### src/rtl/mmio_uart_tx.sv
// Memory-mapped 8N1 UART transmitter: CPU bus responder with a TX FIFO and
// a divisor-timed serialiser. Bit period is DIVISOR clocks; irq flags a drained transmitter.
module mmio_uart_tx #(
    parameter int FIFO_DEPTH  = 8,
    parameter int DEFAULT_DIV = 16
) (
    input  logic        clk,
    input  logic        resetn,
    input  logic        sel,
    input  logic [13:0] addr,
    input  logic        ren,
    output logic [31:0] rdata,
    input  logic        wen,
    input  logic [31:0] wdata,
    input  logic [1:0]  wsize,
    output logic        tx,
    output logic        irq
);

    localparam int PTR_W = (FIFO_DEPTH > 1) ? $clog2(FIFO_DEPTH) : 1;
    localparam int CNT_W = $clog2(FIFO_DEPTH + 1);
    localparam logic [CNT_W-1:0] CNT_FULL = CNT_W'(FIFO_DEPTH);

    localparam logic [1:0] REG_DATA   = 2'd0;
    localparam logic [1:0] REG_STATUS = 2'd1;
    localparam logic [1:0] REG_DIV    = 2'd2;

    typedef enum logic [1:0] {
        S_IDLE,
        S_START,
        S_DATA,
        S_STOP
    } tx_state_t;

    tx_state_t          state;
    logic [7:0]         fifo_mem [FIFO_DEPTH];
    logic [PTR_W-1:0]   wr_ptr;
    logic [PTR_W-1:0]   rd_ptr;
    logic [CNT_W-1:0]   count;
    logic               overflow;
    logic [15:0]        divisor;
    logic [15:0]        div_lat;
    logic [15:0]        bit_cnt;
    logic [2:0]         bit_idx;
    logic [7:0]         shifter;

    logic               wr_acc;
    logic               rd_acc;
    logic [1:0]         reg_idx;
    logic               fifo_empty;
    logic               fifo_full;
    logic               busy;
    logic               pop;
    logic               push_req;
    logic               push;
    logic               ovf_set;
    logic               shift_en;
    logic [31:0]        rd_mux;
    logic               unused_bus;

    // A zero divisor would stall the bit counter, so it is clamped to one.
    function automatic logic [15:0] clamp_div(input logic [15:0] value);
        return (value == 16'd0) ? 16'd1 : value;
    endfunction

    assign wr_acc     = sel & wen;
    assign rd_acc     = sel & ren;
    assign reg_idx    = addr[3:2];
    assign fifo_empty = (count == '0);
    assign fifo_full  = (count == CNT_FULL);
    assign busy       = (state != S_IDLE);
    assign pop        = (state == S_IDLE) && !fifo_empty;
    assign push_req   = wr_acc && (reg_idx == REG_DATA);
    // A full FIFO still accepts a byte on the edge where the FSM frees a slot.
    assign push       = push_req && (!fifo_full || pop);
    assign ovf_set    = push_req && fifo_full && !pop;
    assign shift_en   = ((state == S_START) || (state == S_DATA)) && (bit_cnt == 16'd0);
    assign irq        = fifo_empty && !busy;
    assign unused_bus = ^{wsize, addr[13:4], addr[1:0], wdata[31:16]};

    always_comb begin
        rd_mux = 32'd0;
        case (reg_idx)
            REG_STATUS: rd_mux = {28'd0, overflow, busy, fifo_full, fifo_empty};
            REG_DIV:    rd_mux = {16'd0, divisor};
            default:    rd_mux = 32'd0;
        endcase
    end

    // Bus register stage: read data lands one edge after the strobe.
    always_ff @(posedge clk or negedge resetn) begin
        if (!resetn) begin
            rdata   <= 32'd0;
            divisor <= 16'(DEFAULT_DIV);
        end else begin
            if (rd_acc)
                rdata <= rd_mux;
            if (wr_acc && (reg_idx == REG_DIV))
                divisor <= clamp_div(wdata[15:0]);
        end
    end

    always_ff @(posedge clk or negedge resetn) begin
        if (!resetn) begin
            wr_ptr   <= '0;
            rd_ptr   <= '0;
            count    <= '0;
            overflow <= 1'b0;
        end else begin
            if (push)
                wr_ptr <= wr_ptr + 1'b1;
            if (pop)
                rd_ptr <= rd_ptr + 1'b1;
            unique case ({push, pop})
                2'b10:   count <= count + 1'b1;
                2'b01:   count <= count - 1'b1;
                default: count <= count;
            endcase
            if (ovf_set)
                overflow <= 1'b1;
            else if (wr_acc && (reg_idx == REG_STATUS) && wdata[3])
                overflow <= 1'b0;
        end
    end

    always_ff @(posedge clk) begin
        if (push)
            fifo_mem[wr_ptr] <= wdata[7:0];
    end

    // Serialiser datapath: byte and bit period are captured together at pop.
    always_ff @(posedge clk) begin
        if (pop) begin
            shifter <= fifo_mem[rd_ptr];
            div_lat <= divisor;
        end else if (shift_en) begin
            shifter <= {1'b0, shifter[7:1]};
        end
    end

    always_ff @(posedge clk or negedge resetn) begin
        if (!resetn) begin
            state   <= S_IDLE;
            tx      <= 1'b1;
            bit_cnt <= 16'd0;
            bit_idx <= 3'd0;
        end else begin
            case (state)
                S_IDLE: begin
                    if (pop) begin
                        tx      <= 1'b0;
                        bit_cnt <= divisor - 16'd1;
                        state   <= S_START;
                    end
                end
                S_START: begin
                    if (bit_cnt == 16'd0) begin
                        tx      <= shifter[0];
                        bit_cnt <= div_lat - 16'd1;
                        bit_idx <= 3'd0;
                        state   <= S_DATA;
                    end else begin
                        bit_cnt <= bit_cnt - 16'd1;
                    end
                end
                S_DATA: begin
                    if (bit_cnt == 16'd0) begin
                        bit_cnt <= div_lat - 16'd1;
                        if (bit_idx == 3'd7) begin
                            tx    <= 1'b1;
                            state <= S_STOP;
                        end else begin
                            tx      <= shifter[0];
                            bit_idx <= bit_idx + 3'd1;
                        end
                    end else begin
                        bit_cnt <= bit_cnt - 16'd1;
                    end
                end
                S_STOP: begin
                    if (bit_cnt == 16'd0)
                        state <= S_IDLE;
                    else
                        bit_cnt <= bit_cnt - 16'd1;
                end
                default: state <= S_IDLE;
            endcase
        end
    end

endmodule

### config.mk
export PLATFORM = sky130hd
export DESIGN_NAME = mmio_uart_tx
export DESIGN_NICKNAME = d
export VERILOG_FILES = /design/src/rtl/mmio_uart_tx.sv
export SDC_FILE = /design/constraint.sdc
export NUM_CORES = 1
export LEC_CHECK = 0
export CORE_UTILIZATION = 45
export DETAILED_ROUTE_END_ITERATION = 10
export PLACE_DENSITY = 0.66
export RECOVER_POWER = 25
export SLEW_MARGIN = 20
export SYNTH_ARGS = -nofsm -noshare
export SYNTH_HDL_FRONTEND = slang
export SYNTH_SLANG_ARGS = --single-unit
### constraint.sdc
create_clock -name clk -period 4.7 [get_ports clk]
set_input_delay 0.47 -clock clk [delete_from_list [all_inputs] [get_ports clk]]
set_output_delay 0.47 -clock clk [all_outputs]
set_load 0.05 [all_outputs]
Yosys cells after proc, flatten, opt, wreduce, memory -nomap -nowiden

Memories as Yosys holds them, arrays and structs flattened.
Index checks and enable logic that the tools add are counted.

Register bits after elaboration: 105
Memory bits (writable): 64
Input bits: 53
Output and inout port bits: 34
Logic and storage cells: 99
Memories kept: 1

Memories:

| memory   | depth | bits a word | read ports | clocked after memory_dff | write ports | line | source |
|---|---|---|---|---|---|---|---|
| fifo_mem | 8     | 8           | 1          | 0                        | 1           | 36   | `logic [7:0] fifo_mem [FIFO_DEPTH];` |

Add/sub/neg operators: 8
Eq/ne operators: 16
Mux-type cells: 28
Bitwise gates (word level): 2
Reductions and logical operators: 32

Operators with widths:

| operator                                                               | number |
|---|---|
| 16-bit two-way mux                                                     | 4 |
| 16-bit case mux with 3 select lines                                    | 1 |
| 16-bit by 1-bit subtractor with 16-bit output (second input constant)  | 3 |
| 16-bit zero test                                                       | 2 |
| 16-bit case mux with 2 select lines                                    | 1 |
| 8-bit two-way mux                                                      | 2 |
| 1-bit logical AND                                                      | 10 |
| 2-bit two-way mux                                                      | 5 |
| 2-bit nonzero test                                                     | 5 |
| 3-bit by 1-bit adder with 3-bit output (second input constant)         | 3 |
| 3-bit two-way mux                                                      | 3 |
| 2-bit equality test (second input constant)                            | 4 |
| 1-bit two-way mux                                                      | 8 |
| 2-bit != test (second input constant)                                  | 4 |
| 2-bit case mux with 4 select lines                                     | 1 |
| 4-bit case mux with 2 select lines                                     | 1 |
| 4-bit AND reduction                                                    | 2 |
| 2-bit by 1-bit equality test with 1-bit output (second input constant) | 3 |
| 2-bit by 1-bit != test with 1-bit output (second input constant)       | 3 |
| 3-bit case mux with 2 select lines                                     | 1 |
| 5-bit AND reduction                                                    | 1 |
| 4-bit by 1-bit adder with 4-bit output (second input constant)         | 1 |
| 4-bit equality test (second input constant)                            | 1 |
| 1-bit zero test                                                        | 4 |
| other kinds (10)                                                       | 13 |

Logic depth before layout (Yosys ltp)

Depth in word-level cells: 7
Depth in mapped cells: 13
Gate-level depth less buffers: 12

Least setup slack after synthesis

OpenSTA, ideal clock, no wires.

Path kind: flip-flop to flip-flop
Start point: reg count[1]
End point: reg count[3]
Setup time: 0.125 ns
Arrival: 2.657 ns
Required time: 4.575 ns
Path slack: 1.918 ns
Cell stages (with the launch flop): 12
Path buffers: 1
Period minus slack after synthesis: 2.782 ns
Cells stage by stage: dfrtp_1 > nor4_1 > nand2b_1 > clkbuf_1 > inv_1 > ha_1 > ha_1 > a21o_1 > a21oi_1 > xnor2_1 > nor2_1 > xor2_1

Longest elaborated chain between the ends: 7
Elaborated cells on any way between the ends: 13
Those cells by class: add/sub (2); eq/ne (3); mux (1); reduce/logical (7)

Ends and longest elaborated chain:

| what                                                                                  | line | source |
|---|---|---|
| start, declared                                                                       | 39   | `logic [CNT_W-1:0] count;` |
| start signal, assigned                                                                | 115  | `2'b10: count <= count + 1'b1;` |
| start signal, assigned                                                                | 116  | `2'b01: count <= count - 1'b1;` |
| start signal, assigned                                                                | 117  | `default: count <= count;` |
| 4-bit zero test (*)                                                                   | 69   | `assign fifo_empty = (count == '0);` |
| 1-bit zero test (*)                                                                   | 72   | `assign pop = (state == S_IDLE) && !fifo_empty;` |
| 1-bit logical AND (*)                                                                 | 72   |  |
| net pop                                                                               | 53   | `logic pop;` |
| 1-bit logical OR                                                                      | 75   | `assign push = push_req && (!fifo_full \|\| pop);` |
| 1-bit logical AND                                                                     | 75   |  |
| 2-bit by 1-bit equality test with 1-bit output or 2-bit equality test (tied branches) | 114  | `unique case ({push, pop})` |
| 4-bit case mux with 2 select lines or 2-bit nonzero test (tied branches)              | --   |  |

Mark *: on every way through the listed nets, which the timed path passes. The rest lies on a longest branch.
A chain may end at the register's enable or synchronous reset.

Final worst setup path

Start point: reg count[0]
End point: reg count[3]

The elaborated chain is that of the path after synthesis.

==> flow_metrics.env <==
export IMPL_cpLargestDelayFamily="simple AND/OR/NAND/NOR gates"
export IMPL_drv_slew=0
export IMPL_num_vias=5109
export IMPL_layout_common_cells="edfxtp_1 (88), nand2_1 (72), dfrtp_1 (62), o21ai_0 (45), clkdlybuf4s50_1 (37)"
export IMPL_synthesis_area_sq_mm=0.00767
export IMPL_clkLatencyLatePin_ps=430
export IMPL_tritoncts="done"
export IMPL_die_area_sq_mm=0.0176
export IMPL_post_dp_cell_area_sq_mm=0.00820
export IMPL_die_w_microns=133
export IMPL_ctsHoldBuffers=0
export IMPL_setup_viol=0
export IMPL_initial_core_util_pct=46.1
export IMPL_slowest_delay_ps=510
export IMPL_cts_buffers=17
export IMPL_layout_commonest_cell="edfxtp_1"
export IMPL_drt_met1_wl_mm=7.74
export IMPL_status="finished clean"
export IMPL_synth_cells=635
export IMPL_crit_chain="nor4_1, buf_4, nand2b_1, inv_1, buf_4, ha_1, ha_1, a21o_1, a21oi_1, xnor2_1, nor2_1, xor2_1"
export IMPL_cp_arrival_ps=3440
export IMPL_cts_sinks=153
export IMPL_total_power_mw=5.28
export IMPL_maxCapViolations=0
export IMPL_ys_flop_type="edfxtp_1"
export IMPL_critPathMaxFanout=20
export IMPL_antenna_left=0
export IMPL_tightest_slew_ps=1150
export IMPL_drcViolationCount=0
export IMPL_required_ps=5010
export IMPL_critPathLaunchType="register"
export IMPL_ir_worst_vdd_mv=0.309
export IMPL_rsz0062_at_grt="false"
export IMPL_clockRootBuffer="clkbuf_16"
export IMPL_wl_per_cell_microns=18.2
export IMPL_timing_hold_ws_ps=236
export IMPL_antenna_cells=0
export IMPL_grt_use_total_pct=19.9
export IMPL_io_buffer_count=40
export IMPL_design_area_sq_mm=0.00879
export IMPL_grt_max_degree=66
export IMPL_areaGrowthSynthToFinish_pct=14.6
export IMPL_gr_total_overflow=0
export IMPL_final_setup_skew_ps=13.2
export IMPL_dpl_hpwl_mm=11.5
export IMPL_async_flop_share_pct=42.5
export IMPL_clock_fmax_mhz=319
export IMPL_fin_setup_tns_ps=0
export IMPL_io_pin_count=87
export IMPL_core_sq_mm=0.0166
export IMPL_power_density_cell_area_mw_per_mm2=601
export IMPL_min_period_over_period_pct=66.6
export IMPL_wl_met2_mm=7.81
export IMPL_antenna_found_initial=0
export IMPL_vias_per_cell=5.65
export IMPL_fin_nets=744
export IMPL_hold_viol=0
export IMPL_crit_slowest_cell="nand2b_1"
export IMPL_drtIter0Drc=277
export IMPL_end_kind="register"
export IMPL_wl_mm=16.5
export IMPL_dr_max_layer_used="met4"
export IMPL_synth_edff_count=88
export IMPL_crit_buf_inv=3
export IMPL_crit_type="register to register"
export IMPL_cts_setup_buffers=0
export IMPL_leakagePower_nw=3.30
export IMPL_syn_area_per_cell_sq_um=12.1
export IMPL_cts_htree_levels=4
export IMPL_yosysSeqAreaShare_pct=55.7
export IMPL_clockBufferDepth=2
export IMPL_chipHeight_microns=133
export IMPL_synth_warnings=0
export IMPL_gp_congestion=0.887
export IMPL_slew_headroom_pct=23.5
export IMPL_synth_cell_types=72
export IMPL_cts_resized=0
export IMPL_final_util_pct=52.8
export IMPL_detail_route_first_pass_iterations=5
export IMPL_rows=47
export IMPL_ys_ff_latch=153
export IMPL_clk_pin_slew_ps=60
export IMPL_grt_pass1_vias=5022
export IMPL_drive_gt1_share_pct=13.1
export IMPL_crit_path_start="count[0]"
export IMPL_fin_crit_ps=3130
export IMPL_holdCritPathClass="input pin to asynchronous set/reset pin"
export IMPL_grt_pass1_wl_mm=26.9
export IMPL_r2r_start="count[0]"
export IMPL_wl_met3_microns=606
[synthesized netlist by cell type, types with 11 or more instances]
| cell type | instances | share of area [%] |
|---|---|---|
| clkbuf_1 | 15 | 0.73 |
| dfrtp_1 | 63 | 21 |
| nor2_1 | 28 | 1.4 |
| ha_1 | 18 | 2.9 |
| edfxtp_1 | 88 | 34 |
| inv_1 | 24 | 1.2 |
| buf_4 | 17 | 1.7 |
| mux2_2 | 16 | 2.3 |
| a21oi_1 | 11 | 0.72 |
| o21ai_0 | 46 | 3.0 |
| nand2_1 | 72 | 3.5 |
| xnor2_1 | 15 | 1.7 |
| nor4_1 | 14 | 1.1 |
| mux2i_1 | 13 | 1.7 |
| mux4_2 | 16 | 4.7 |
| nor3_1 | 17 | 1.1 |
| xor2_1 | 19 | 2.2 |
[worst register-to-register path: cells and delay by family (launching register included)]
| kind | cells | cell delay, ps |
|---|---|---|
| buffers and inverters | 3 | 520 |
| AOI/OAI and AO/OA | 2 | 350 |
| DFF | 1 | 430 |
| and+or+nand+nor | 3 | 880 |
| adders and majority gates | 2 | 530 |
| xor gates and xnor gates | 2 | 300 |
[registers in the layout (all words and copies together) (netlist names)]
signal and count:
bit_cnt 16, fifo_mem 64, tx 1, divisor 16, overflow 1, bit_idx 3
wr_ptr 3, shifter 8, rdata 16, div_lat 16, count 4, rd_ptr 3
state 2
[final timing paths]
kind	to	slack, ps	cells past startpoint
setup / recovery	count[3]	1570	12
hold / removal	bit_cnt[12]	240	2
setup reg to reg	count[3]	1570	12
hold reg to reg	rdata[15]	480	2
max in group asynchronous	rd_ptr[0]	3860	2
min in group clk	rdata[15]	480	2
[through the flow]
step | setup WS [ps] | instances
floorplan | 1920 | 650
global placement | 1670 | 873
detailed placement | 1580 | 873
CTS | 1570 | 905
global route | 1320 | 905
finish | 1570 | 905
[logic make-up (layout without fill, tap and decap cells)]
| kind of cell | Yosys count | after routing | synth area share, % |
|---|---|---|---|
| other | 1 | 16 | 0.0489 |
| AOI/OAI and AO/OA | 121 | 121 | 10.6 |
| buffers and inverters | 68 | 103 | 4.47 |
| and+or+nand+nor | 194 | 194 | 13.4 |
| adders and majority gates | 19 | 19 | 3.20 |
| xor gates and xnor gates | 34 | 34 | 3.88 |
| DFF | 153 | 153 | 55.7 |
| muxes | 45 | 45 | 8.74 |
[routing by layer]
metal	up-vias	global-route usage (%)
met5	-	0
met4	0	7.98
met3	33	4.33
met2	143	31.6
met1	2507	26.7
li1	2426	-
[power breakdown]
part	leakage (nW)	internal, mW	switching [mW]
clock network	0.290	0.797	0.569
logic	1.39	0.776	1.01
registers	1.62	1.76	0.376
total	3.30	3.33	1.95
[cell type report]
type	instances	area [sq um]
fillers	1405	7850
inverters	24	90.1
multi-input cells	429	3120
repair buffers	47	448
clock inverters	14	160
well taps	220	275
clock buffers	18	429
flip-flops and latches	153	4270
Power figures use the tool's default switching activity.
